==> config.mk <==
export PLATFORM = sky130hd
export DESIGN_NAME = mpsoc_msi_wb_mux_timeout
export DESIGN_NICKNAME = d
export VERILOG_FILES = /design/src/rtl/mpsoc_msi_wb_mux_timeout.sv
export SDC_FILE = /design/constraint.sdc
export NUM_CORES = 1
export LEC_CHECK = 0
export CAP_MARGIN = 5
export CORE_AREA = 2 2 216 218
export DETAILED_ROUTE_END_ITERATION = 16
export DIE_AREA = 0 0 218 220
export PLACE_DENSITY = 0.44
export SLEW_MARGIN = 0
export SYNTH_ARGS = -nofsm -noshare
export SYNTH_HDL_FRONTEND = slang
export SYNTH_SLANG_ARGS = --single-unit
==> constraint.sdc <==
create_clock -name wb_clk_i -period 1.8 [get_ports wb_clk_i]
set_input_delay 0.27 -clock wb_clk_i [delete_from_list [all_inputs] [get_ports wb_clk_i]]
set_output_delay 0.27 -clock wb_clk_i [all_outputs]
set_load 0.02 [all_outputs]
==> src/rtl/mpsoc_msi_wb_mux_timeout.sv <==
// mpsoc_msi_wb_mux_timeout: Wishbone 1:N mux with locked registered selection, decode-miss error and stall watchdog.
// Define MPSOC_MSI_WB_MUX_STATS_EN to add saturating decode/timeout error counters with a synchronous clear.
module mpsoc_msi_wb_mux_timeout #(
  parameter int DW = 32,
  parameter int AW = 32,
  parameter int NUM_SLAVES = 4,
  parameter logic [NUM_SLAVES*AW-1:0] MATCH_ADDR = '0,
  parameter logic [NUM_SLAVES*AW-1:0] MATCH_MASK = '0,
  parameter int TIMEOUT = 255,
  localparam int SW = DW/8,
  localparam int CW = TIMEOUT > 0 ? $clog2(TIMEOUT+1) : 1,
  localparam int SLW = NUM_SLAVES > 1 ? $clog2(NUM_SLAVES) : 1
) (
  input  logic                             wb_clk_i,
  input  logic                             wb_rst_i,
`ifdef MPSOC_MSI_WB_MUX_STATS_EN
  input  logic                             stats_clr_i,
  output logic [15:0]                      dec_err_cnt_o,
  output logic [15:0]                      tmo_err_cnt_o,
`endif
  input  logic [AW-1:0]                    wbm_adr_i,
  input  logic [DW-1:0]                    wbm_dat_i,
  input  logic [SW-1:0]                    wbm_sel_i,
  input  logic                             wbm_we_i,
  input  logic                             wbm_cyc_i,
  input  logic                             wbm_stb_i,
  input  logic [2:0]                       wbm_cti_i,
  input  logic [1:0]                       wbm_bte_i,
  output logic [DW-1:0]                    wbm_dat_o,
  output logic                             wbm_ack_o,
  output logic                             wbm_err_o,
  output logic                             wbm_rty_o,
  output logic [NUM_SLAVES-1:0][AW-1:0]    wbs_adr_o,
  output logic [NUM_SLAVES-1:0][DW-1:0]    wbs_dat_o,
  output logic [NUM_SLAVES-1:0][SW-1:0]    wbs_sel_o,
  output logic [NUM_SLAVES-1:0]            wbs_we_o,
  output logic [NUM_SLAVES-1:0]            wbs_cyc_o,
  output logic [NUM_SLAVES-1:0]            wbs_stb_o,
  output logic [NUM_SLAVES-1:0][2:0]       wbs_cti_o,
  output logic [NUM_SLAVES-1:0][1:0]       wbs_bte_o,
  input  logic [NUM_SLAVES-1:0][DW-1:0]    wbs_dat_i,
  input  logic [NUM_SLAVES-1:0]            wbs_ack_i,
  input  logic [NUM_SLAVES-1:0]            wbs_err_i,
  input  logic [NUM_SLAVES-1:0]            wbs_rty_i
);
  typedef enum logic [1:0] {IDLE, ACTIVE, DECERR, DRAIN} state_t;
  state_t state_q;
  logic [SLW-1:0] sel_q, dec_idx;
  logic [CW-1:0] cnt_q;
  logic drain_first_q;
  logic [NUM_SLAVES-1:0] match;
  logic req, act, resp, tmo, dec_ent;
  // Descending scan so the lowest matching index wins.
  always_comb begin
    match = '0;
    dec_idx = '0;
    for (int i = NUM_SLAVES-1; i >= 0; i--) begin
      match[i] = (wbm_adr_i & MATCH_MASK[i*AW+:AW]) == MATCH_ADDR[i*AW+:AW];
      if (match[i]) dec_idx = SLW'(i);
    end
  end
  assign req = wbm_cyc_i & wbm_stb_i;
  assign act = state_q == ACTIVE;
  assign resp = wbs_ack_i[sel_q] | wbs_err_i[sel_q] | wbs_rty_i[sel_q];
  assign tmo = TIMEOUT > 0 && act && req && !resp && cnt_q == CW'(TIMEOUT-1);
  assign dec_ent = state_q == IDLE && req && !(|match);
  always_comb begin
    wbs_cyc_o = '0;
    wbs_stb_o = '0;
    for (int i = 0; i < NUM_SLAVES; i++) begin
      wbs_cyc_o[i] = act && sel_q == SLW'(i);
      wbs_stb_o[i] = wbs_cyc_o[i] && wbm_stb_i;
    end
  end
  assign wbs_adr_o = {NUM_SLAVES{wbm_adr_i}};
  assign wbs_dat_o = {NUM_SLAVES{wbm_dat_i}};
  assign wbs_sel_o = {NUM_SLAVES{wbm_sel_i}};
  assign wbs_we_o  = {NUM_SLAVES{wbm_we_i}};
  assign wbs_cti_o = {NUM_SLAVES{wbm_cti_i}};
  assign wbs_bte_o = {NUM_SLAVES{wbm_bte_i}};
  assign wbm_dat_o = act ? wbs_dat_i[sel_q] : '0;
  assign wbm_ack_o = act & wbs_ack_i[sel_q];
  assign wbm_rty_o = act & wbs_rty_i[sel_q];
  assign wbm_err_o = (act & wbs_err_i[sel_q]) | (state_q == DECERR) |
                     ((state_q == DRAIN) & (drain_first_q | wbm_stb_i));
  always_ff @(posedge wb_clk_i or posedge wb_rst_i)
    if (wb_rst_i) begin
      state_q <= IDLE;
      sel_q <= '0;
      cnt_q <= '0;
      drain_first_q <= 1'b0;
    end else begin
      drain_first_q <= tmo;
      cnt_q <= (TIMEOUT > 0 && act && req && !resp && !tmo) ? cnt_q + 1'b1 : '0;
      case (state_q)
        IDLE: if (req) begin
          state_q <= |match ? ACTIVE : DECERR;
          if (|match) sel_q <= dec_idx;
        end
        ACTIVE: state_q <= !wbm_cyc_i ? IDLE : tmo ? DRAIN : ACTIVE;
        DECERR: state_q <= IDLE;
        DRAIN:  if (!wbm_cyc_i) state_q <= IDLE;
        default: state_q <= IDLE;
      endcase
    end
`ifdef MPSOC_MSI_WB_MUX_STATS_EN
  always_ff @(posedge wb_clk_i or posedge wb_rst_i)
    if (wb_rst_i) begin
      dec_err_cnt_o <= '0;
      tmo_err_cnt_o <= '0;
    end else if (stats_clr_i) begin
      dec_err_cnt_o <= '0;
      tmo_err_cnt_o <= '0;
    end else begin
      if (dec_ent && ~&dec_err_cnt_o) dec_err_cnt_o <= dec_err_cnt_o + 1'b1;
      if (tmo && ~&tmo_err_cnt_o) tmo_err_cnt_o <= tmo_err_cnt_o + 1'b1;
    end
`endif
endmodule

==> results of run 1 <==
[kinds of logic (layout without fill, tap and decap cells)]
kind of cell	after synthesis	count (layout)
other cells	1	6
simple gates	61	61
xor+xnor	3	3
compound gates	10	10
flops	11	11
fa+ha+maj	2	2
buf+inv	311	90
[worst max path at each step]
stage | start | cells after the start | endpoint
2_1_floorplan | state_q[0]$_DFFE_PP0P_ | 4 | wbm_err_o
3_3_place_gp | wbs_err_i[0] | 5 | cnt_q[5]$_DFF_PP0_
3_5_place_dp | wbs_err_i[0] | 5 | cnt_q[5]$_DFF_PP0_
4_1_cts | state_q[1]$_DFFE_PP0P_ | 4 | wbm_dat_o[10]
5_1_grt | state_q[1]$_DFFE_PP0P_ | 4 | wbm_dat_o[27]
6_report | state_q[1]$_DFFE_PP0P_ | 4 | wbm_dat_o[22]
[per-stage QoR]
step | util [%] | setup TNS, ps | total power, W
2_1_floorplan | - | 0 | 0.00135
3_3_place_gp | 5.32 | -1090 | 0.000592
3_5_place_dp | 5.32 | -1170 | 0.000592
4_1_cts | 5.41 | 0 | 0.000987
5_1_grt | 5.43 | 0 | 0.00101
6_report | 5.43 | 0 | 0.000968
[metal layers]
metal | vias up | part of all wire (%)
met5 | - | 0
met4 | 0 | 14
met3 | 89 | 22
met2 | 181 | 40
met1 | 456 | 24
li1 | 487 | -
[timing repair]
item	CTS	global route
hold buffers	0	0
pin swaps	0	0
gates resized for setup	29	6
setup endpoints to repair	29	6
[Yosys cell counts (2+ instances only)]
| cell type | instances | area (um2) |
|---|---|---|
| sky130_fd_sc_hd__nor3_1 | 2 | 10.0 |
| sky130_fd_sc_hd__nor3_2 | 4 | 40.0 |
| sky130_fd_sc_hd__and2_1 | 34 | 213 |
| sky130_fd_sc_hd__nor2b_1 | 2 | 12.5 |
| sky130_fd_sc_hd__ha_1 | 2 | 25.0 |
| sky130_fd_sc_hd__clkbuf_1 | 3 | 11.3 |
| sky130_fd_sc_hd__or3_1 | 2 | 12.5 |
| sky130_fd_sc_hd__buf_4 | 303 | 2270 |
| sky130_fd_sc_hd__a211oi_2 | 2 | 25.0 |
| sky130_fd_sc_hd__nand3_1 | 5 | 25.0 |
| sky130_fd_sc_hd__inv_1 | 4 | 15.0 |
| sky130_fd_sc_hd__xor2_1 | 2 | 17.5 |
| sky130_fd_sc_hd__nand2_1 | 4 | 15.0 |
| sky130_fd_sc_hd__a21oi_1 | 3 | 15.0 |
| sky130_fd_sc_hd__o21ai_0 | 2 | 10.0 |
| sky130_fd_sc_hd__dfrtp_1 | 11 | 275 |
[final cells by class]
cell class                      count  area (um2)
Fill cell                        5471       43400
Timing Repair Buffer               82         830
Tap cell                          607         759
Multi-Input combinational cell     82         531
Sequential cell                    11         275
Clock buffer                        4        78.8
Inverter                            4        15.0
[state kept, by name, summed over array words and instances (netlist names)]
name           cells
state_q            2
drain_first_q      1
cnt_q              8
[worst reg2reg max path, delay by kind of cell (launching register included)]
| family | cells | cell delay [ps] |
|---|---|---|
| AO/OA/AOI/OAI | 1 | 350 |
| adder cells (fa/ha/maj) | 1 | 170 |
| buffers and inverters | 1 | 90 |
| flip-flops | 1 | 440 |
| AND/OR/NAND/NOR | 2 | 370 |
[where the power goes]
group          switching [W]  internal [W]  total (W)
combinational       0.000142      0.000164   0.000306
clock               0.000113      0.000298   0.000411
sequential        0.00000106      0.000250   0.000251
==> tab_implementation.tex, run 1 <==
\begin{tabular}{lr}
\hline
Metric & Value \\
\hline
\multicolumn{2}{l}{\textbf{Outcome}} \\
Run status & completed \\
\multicolumn{2}{l}{\textbf{Route}} \\
DRC violation count after routing & 0 \\
WL final & 7.79 mm \\
Vias after detailed routing & 1213 \\
DRC violation total after the first TritonRoute iteration & 19 \\
Routed length per placed instance & between 9 and 10 um \\
Via-per-instance ratio & 1.54 \\
Final ANT Viol Nets & 0 \\
First-pass detailed-route iteration total & 4 \\
\multicolumn{2}{l}{\textbf{Setup path}} \\
Setup slack, reg-to-reg & 320 ps \\
Critical path type & reg2out \\
Worst reg2reg path depth & 5 \\
Setup crit start kind & flip-flop \\
CP endpoint kind & output pin \\
R2r startpoint & cnt\_q[0]\$\_DFF\_PP0\_ \\
Peak fanout along the critical path & 29 \\
Cell family with most CP delay & buffers and inverters \\
Critical-path cell list & nor2b\_2 -> buf\_12 -> and2\_1 -> clkdlybuf4s15\_1 \\
Delay of the slowest cell on the worst path & 380 ps \\
Required time of the critical path & 1530 ps \\
Reg-to-reg critical path endpoint & state\_q[1]\$\_DFFE\_PP0P\_ \\
Cell at the slowest stage of the critical path & sky130\_fd\_sc\_hd\_\_dfrtp\_1 \\
Critical path buffer and inverter count & 2 \\
Arrival time reported for the critical path endpoint & 1440 ps \\
\multicolumn{2}{l}{\textbf{Placement}} \\
Worst slack at placement & -148 ps \\
Post-detailed-placement half-perimeter wirelength & 6.70 mm \\
Port Buffer Count & 75 \\
Placed instance count & 786 \\
Final GP Congestion & 0.657 \\
Placed Instance Area & 0.00244 mm2 \\
\multicolumn{2}{l}{\textbf{Synthesis}} \\
Yosys synthesis warning count & 0 \\
Ys flop type & sky130\_fd\_sc\_hd\_\_dfrtp\_1 \\
Simple-gate share of the synthesized area & 12.4\% \\
Part of the Yosys area used for sequential elements & 8.89\% \\
Dominant combinational cell family by area after synthesis & buffers and inverters \\
Post-synthesis cell area & 0.00310 mm2 \\
Synth async-reset ratio & between 90\% and 100\% \\
Flop and latch count out of synthesis & 11 \\
Adder and majority gate portion of the synthesized area & less than 1\% \\
Number of cells produced by synthesis & 399 \\
EDFF count, synth & 0 \\
Portion of netlist area occupied by mux cells & 0\% \\
Syn\_area\_per\_cell & 7.76 um2 \\
Number of distinct library cells after synthesis & 30 \\
Compound-Gate Fraction of Synth Area & under 10\% \\
Xor and xnor area share after synthesis & 0.848\% \\
\multicolumn{2}{l}{\textbf{Final layout}} \\
Highest-count cells in the layout ignoring fill and taps & 38 x sky130\_fd\_sc\_hd\_\_clkdlybuf4s50\_1, 34 x sky130\_fd\_sc\_hd\_\_and2\_1, 23 x sky130\_fd\_sc\_hd\_\_dlygate4sd2\_1, 11 x sky130\_fd\_sc\_hd\_\_dfrtp\_1, 9 x sky130\_fd\_sc\_hd\_\_buf\_4 \\
Number of nets at the end of the flow & between 400 and 500 \\
Share of final-layout standard cells stronger than drive strength 1 & $\sim$14\% \\
Number of diodes & 0 \\
Area added between synthesis and finish & -19.6\% \\
Finished Layout Cells & $\sim$800 \\
Post-route cell area & 0.00249 mm2 \\
Commonest non-fill, non-tap cell in the layout & sky130\_fd\_sc\_hd\_\_clkdlybuf4s50\_1 \\
\multicolumn{2}{l}{\textbf{Clocking}} \\
Cell at the root of the clock tree & sky130\_fd\_sc\_hd\_\_clkbuf\_16 \\
Clock transition at the register clock pins on the worst setup and hold paths after CTS & 40 ps \\
Maximum count of clock buffers along a single path & 2 \\
Post-CTS setup buffers & 0 \\
CTS tree & built \\
Htree depth & 1 \\
Total CTS buffers & 3 \\
Clock Sinks & 11 \\
Clock insertion delay at the later pin of the skew report & 240 ps \\
\multicolumn{2}{l}{\textbf{Die}} \\
Die width & 218 um \\
Core Footprint & approximately 0.046 mm2 \\
Overall die height & 220 um \\
IO Pins & 557 \\
Site Rows & 79 \\
Initial cell density of the core & just under 7\% \\
Die area & 0.0480 mm2 \\
\multicolumn{2}{l}{\textbf{Power and ir drop}} \\
Maximum vdd drop & 0.000379 V \\
Static power due to leakage & 0.816 nW \\
PwrDens & 389 mW/mm2 \\
\multicolumn{2}{l}{\textbf{STA}} \\
Final period utilization & between 90\% and 100\% \\
Final Slew Violations & 0 \\
Final number of hold-violating endpoints & 0 \\
Fmax achieved & 584 MHz \\
Fin worst setup slack & slightly below 90 ps \\
Worst hold slack after final layout & 334 ps \\
Final count of negative-setup-slack endpoints & 0 \\
Worst clock skew & 1.85 ps \\
Final Critical Period & 1710 ps \\
Unrepaired setup endpoints after global routing & false \\
\multicolumn{2}{l}{\textbf{Global route}} \\
Number of global-route vias before repair & 1333 \\
Overall Global Routing Usage & 3.02\% \\
Most crowded layer after global routing & met4 \\
Number of antenna violations at the first check in global routing & 0 \\
GR met2 Demand/Resource & 4.03\% \\
Remaining global-route overflow & 0 \\
Maximum number of pins on one net before global-route repair & 30 \\
Met3 track demand over resource & 2.66\% \\
Wire length of the first global-routing pass & around 10 mm \\
Met1 Resource Use GR & 2.25\% \\
\multicolumn{2}{l}{\textbf{Flow run}} \\
Total of max-cap violations & 0 \\
\multicolumn{2}{l}{\textbf{Min path}} \\
Type of the worst min-delay path & in2async \\
\hline
\end{tabular}
No activity file was read; power rests on OpenSTA's default activity.
==> inputs of run 2 (changes only) <==
Settings changed: CTS_CLUSTER_DIAMETER set to 120.
==> results of run 2 <==
Final layout, timing and power as in run 1 (identical DEF).
==> inputs of run 3 (changes only) <==
Settings changed: MAX_ROUTING_LAYER set to met4, PLACE_DENSITY 0.44 to 0.4.
==> run 3 against run 2 <==
Against the previous run: sequential share of layout area increased by 0.050 points; sequential cell count unchanged; combinational power decreased by 3%; final cell count increased by 0.13%; wire length shrank 11%; clock power is essentially flat; critical path depth is the same; register-to-register slack got worse by 30 ps; design area fell by 0.45%; maximum frequency is 1.0% lower; first-iteration DRC count is 11% lower; critical endpoint is now wbm_dat_o[0]; largest cell class unchanged; largest power group unchanged.
==> tab_implementation.tex, run 3 (synthesized netlist as in run 1, its figures left out) <==
\begin{tabular}{lr}
\hline
Metric & Value \\
\hline
\multicolumn{2}{l}{\textbf{Outcome}} \\
Run status & completed \\
\multicolumn{2}{l}{\textbf{Setup path}} \\
Peak fanout along the critical path & 36 (+24\%) \\
Critical path type & reg2out \\
Required time of the critical path & 1530 ps (about the same) \\
Reg-to-reg critical path endpoint & cnt\_q[0]\$\_DFF\_PP0\_ \\
Critical path buffer and inverter count & 2 (unchanged) \\
R2r startpoint & cnt\_q[0]\$\_DFF\_PP0\_ \\
CP endpoint kind & output pin \\
Cell family with most CP delay & buffers and inverters \\
Cell at the slowest stage of the critical path & sky130\_fd\_sc\_hd\_\_dfrtp\_1 \\
Worst reg2reg path depth & 6 (+1) \\
Setup slack, reg-to-reg & 290 ps (-30 ps) \\
Critical-path cell list & nor2b\_2 -> buf\_12 -> and2\_1 -> dlygate4sd2\_1 \\
Arrival time reported for the critical path endpoint & 1460 ps (+20 ps) \\
Delay of the slowest cell on the worst path & 380 ps (about the same) \\
Setup crit start kind & flip-flop \\
\multicolumn{2}{l}{\textbf{Die}} \\
Die width & 218 um (unchanged) \\
Initial cell density of the core & 6.75\% (unchanged) \\
Site Rows & 79 (unchanged) \\
IO Pins & 557 (unchanged) \\
Overall die height & 220 um (unchanged) \\
Die area & 0.0480 mm2 (unchanged) \\
Core Footprint & 0.0459 mm2 (unchanged) \\
\multicolumn{2}{l}{\textbf{Power and ir drop}} \\
Static power due to leakage & 0.804 nW (-1.5\%) \\
Maximum vdd drop & 0.000233 V (-39\%) \\
PwrDens & 386 mW/mm2 (-0.66\%) \\
\multicolumn{2}{l}{\textbf{Final layout}} \\
Highest-count cells in the layout ignoring fill and taps & 38 x sky130\_fd\_sc\_hd\_\_clkdlybuf4s50\_1, 34 x sky130\_fd\_sc\_hd\_\_and2\_1, 20 x sky130\_fd\_sc\_hd\_\_dlygate4sd2\_1, 11 x sky130\_fd\_sc\_hd\_\_dfrtp\_1, 11 x sky130\_fd\_sc\_hd\_\_clkdlybuf4s15\_1 \\
Post-route cell area & 0.00248 mm2 (-0.45\%) \\
Finished Layout Cells & 791 (+0.13\%) \\
Largest register FFs & 8 (unchanged) \\
Share of final-layout standard cells stronger than drive strength 1 & 13.0\% (-0.62 points) \\
Number of diodes & 0 (unchanged) \\
Number of nets at the end of the flow & 405 (+0.25\%) \\
Number of filler instances in the final layout & 5467 (-0.073\%) \\
Commonest non-fill, non-tap cell in the layout & sky130\_fd\_sc\_hd\_\_clkdlybuf4s50\_1 \\
Final Util & 5.40\% (-0.025 points) \\
Area of the multi-input gates & 531 um2 (unchanged) \\
Sequential cell area & 275 um2 (unchanged) \\
Register ranked first by flip-flop count & cnt\_q \\
Regs by FF count & cnt\_q x8, state\_q x2, drain\_first\_q x1 \\
Area added between synthesis and finish & -20.0\% \\
\multicolumn{2}{l}{\textbf{Route}} \\
Vias after detailed routing & 1201 (-0.99\%) \\
DRC violation count after routing & 0 (unchanged) \\
First-pass detailed-route iteration total & 4 (unchanged) \\
DRC violation total after the first TritonRoute iteration & 17 (-2) \\
Routed length per placed instance & 8.76 um (-11\%) \\
Final ANT Viol Nets & 0 (unchanged) \\
WL final & 6.93 mm (-11\%) \\
Via-per-instance ratio & 1.52 (-1.1\%) \\
\multicolumn{2}{l}{\textbf{Clocking}} \\
Cell at the root of the clock tree & sky130\_fd\_sc\_hd\_\_clkbuf\_16 \\
Post-CTS setup buffers & 0 (unchanged) \\
CTS tree & built \\
Clock insertion delay at the later pin of the skew report & 240 ps (about the same) \\
Maximum count of clock buffers along a single path & 2 (unchanged) \\
Clock transition at the register clock pins on the worst setup and hold paths after CTS & 40 ps (about the same) \\
Total CTS buffers & 3 (unchanged) \\
Htree depth & 1 (unchanged) \\
Clock Sinks & 11 (unchanged) \\
\multicolumn{2}{l}{\textbf{Placement}} \\
Placed instance count & 787 (+0.13\%) \\
Port Buffer Count & 75 (unchanged) \\
Final GP Congestion & 0.649 (-1.3\%) \\
Placed Instance Area & 0.00243 mm2 (-0.41\%) \\
Post-detailed-placement half-perimeter wirelength & 5.96 mm (-11\%) \\
\multicolumn{2}{l}{\textbf{Global route}} \\
Remaining global-route overflow & 0 (unchanged) \\
Overall Global Routing Usage & 2.75\% (-0.27 points) \\
Wire length of the first global-routing pass & 9.28 mm (-9.8\%) \\
Number of antenna violations at the first check in global routing & 0 (unchanged) \\
Number of global-route vias before repair & 1310 (-1.7\%) \\
Maximum number of pins on one net before global-route repair & 37 (+23\%) \\
\multicolumn{2}{l}{\textbf{Min path}} \\
Type of the worst min-delay path & in2async \\
\multicolumn{2}{l}{\textbf{STA}} \\
Final number of hold-violating endpoints & 0 (unchanged) \\
Final count of negative-setup-slack endpoints & 0 (unchanged) \\
Final Critical Period & 1730 ps (+17.6 ps) \\
Final period utilization & 96.0\% (+0.98 points) \\
Total Neg Setup Slack & 0 ps (unchanged) \\
Worst clock skew & 2.14 ps (+0.297 ps) \\
Final Slew Violations & 0 (unchanged) \\
Fmax achieved & 578 MHz (-1.0\%) \\
Worst hold slack after final layout & 328 ps (-6.01 ps) \\
Unrepaired setup endpoints after global routing & false \\
\multicolumn{2}{l}{\textbf{Flow run}} \\
Total of max-cap violations & 0 (unchanged) \\
\hline
\end{tabular}
-- run 3: stage by stage --
step | total power, W | setup WS (ps)
finish | 0.000957 | 71.3
CTS | 0.000974 | 16.4
global route | 0.00101 | 1.70
global placement | 0.000585 | -121
floorplan | 0.00135 | 338
detailed placement | 0.000585 | -148
-- run 3: timing repair --
item,4_1_cts,5_1_grt
hold buffers,0,0
hold endpoints to repair,0,0
setup endpoints to repair,32,12
resized for setup,34,12
-- run 3: cell type report --
| type | instances | area share (%) |
|---|---|---|
| clock buffers | 4 | 3.18 |
| inverters | 4 | 0.606 |
| multi-input cells | 82 | 21.4 |
| flip-flops and latches | 11 | 11.1 |
| well taps | 607 | 30.7 |
| repair buffers | 83 | 33.0 |
-- run 3: worst reg2reg max path, cell delays in order, from the launching register on --
cell and delay [ps]:
sky130_fd_sc_hd__dfrtp_1 440, sky130_fd_sc_hd__inv_1 80, sky130_fd_sc_hd__ha_1 160, sky130_fd_sc_hd__nand4_1 170, sky130_fd_sc_hd__nor2_1 280, sky130_fd_sc_hd__buf_4 210
sky130_fd_sc_hd__nor3_1 50
-- run 3: how the worst max path moves through the flow --
stage / start / endpoint / depth (start not counted)
final: state_q[1]$_DFFE_PP0P_ / wbm_dat_o[0] / 4
after floorplan: state_q[0]$_DFFE_PP0P_ / wbm_err_o / 4
after detailed placement: wbs_err_i[0] / cnt_q[6]$_DFF_PP0_ / 5
after CTS: state_q[1]$_DFFE_PP0P_ / wbm_dat_o[3] / 4
after global routing: state_q[1]$_DFFE_PP0P_ / wbm_dat_o[3] / 4
after global placement: wbs_err_i[0] / cnt_q[5]$_DFF_PP0_ / 5
-- run 3: per-layer routing --
metal  vias to the layer above  routed length, um  global-route usage (%)
li1                        492                  -                       -
met4                         0                818                    3.33
met1                       449               1790                    2.07
met5                         -                  0                       -
met3                        85               1680                    2.69
met2                       175               2640                    3.39
-- run 3: where the power goes --
part / internal (W) / leakage [nW] / total (W) / switching, W
combinational: 0.000159 / 0.614 / 0.000296 / 0.000137
sequential: 0.000250 / 0.152 / 0.000251 / 0.000000968
clock: 0.000298 / 0.0382 / 0.000410 / 0.000112
total: 0.000706 / 0.804 / 0.000957 / 0.000251
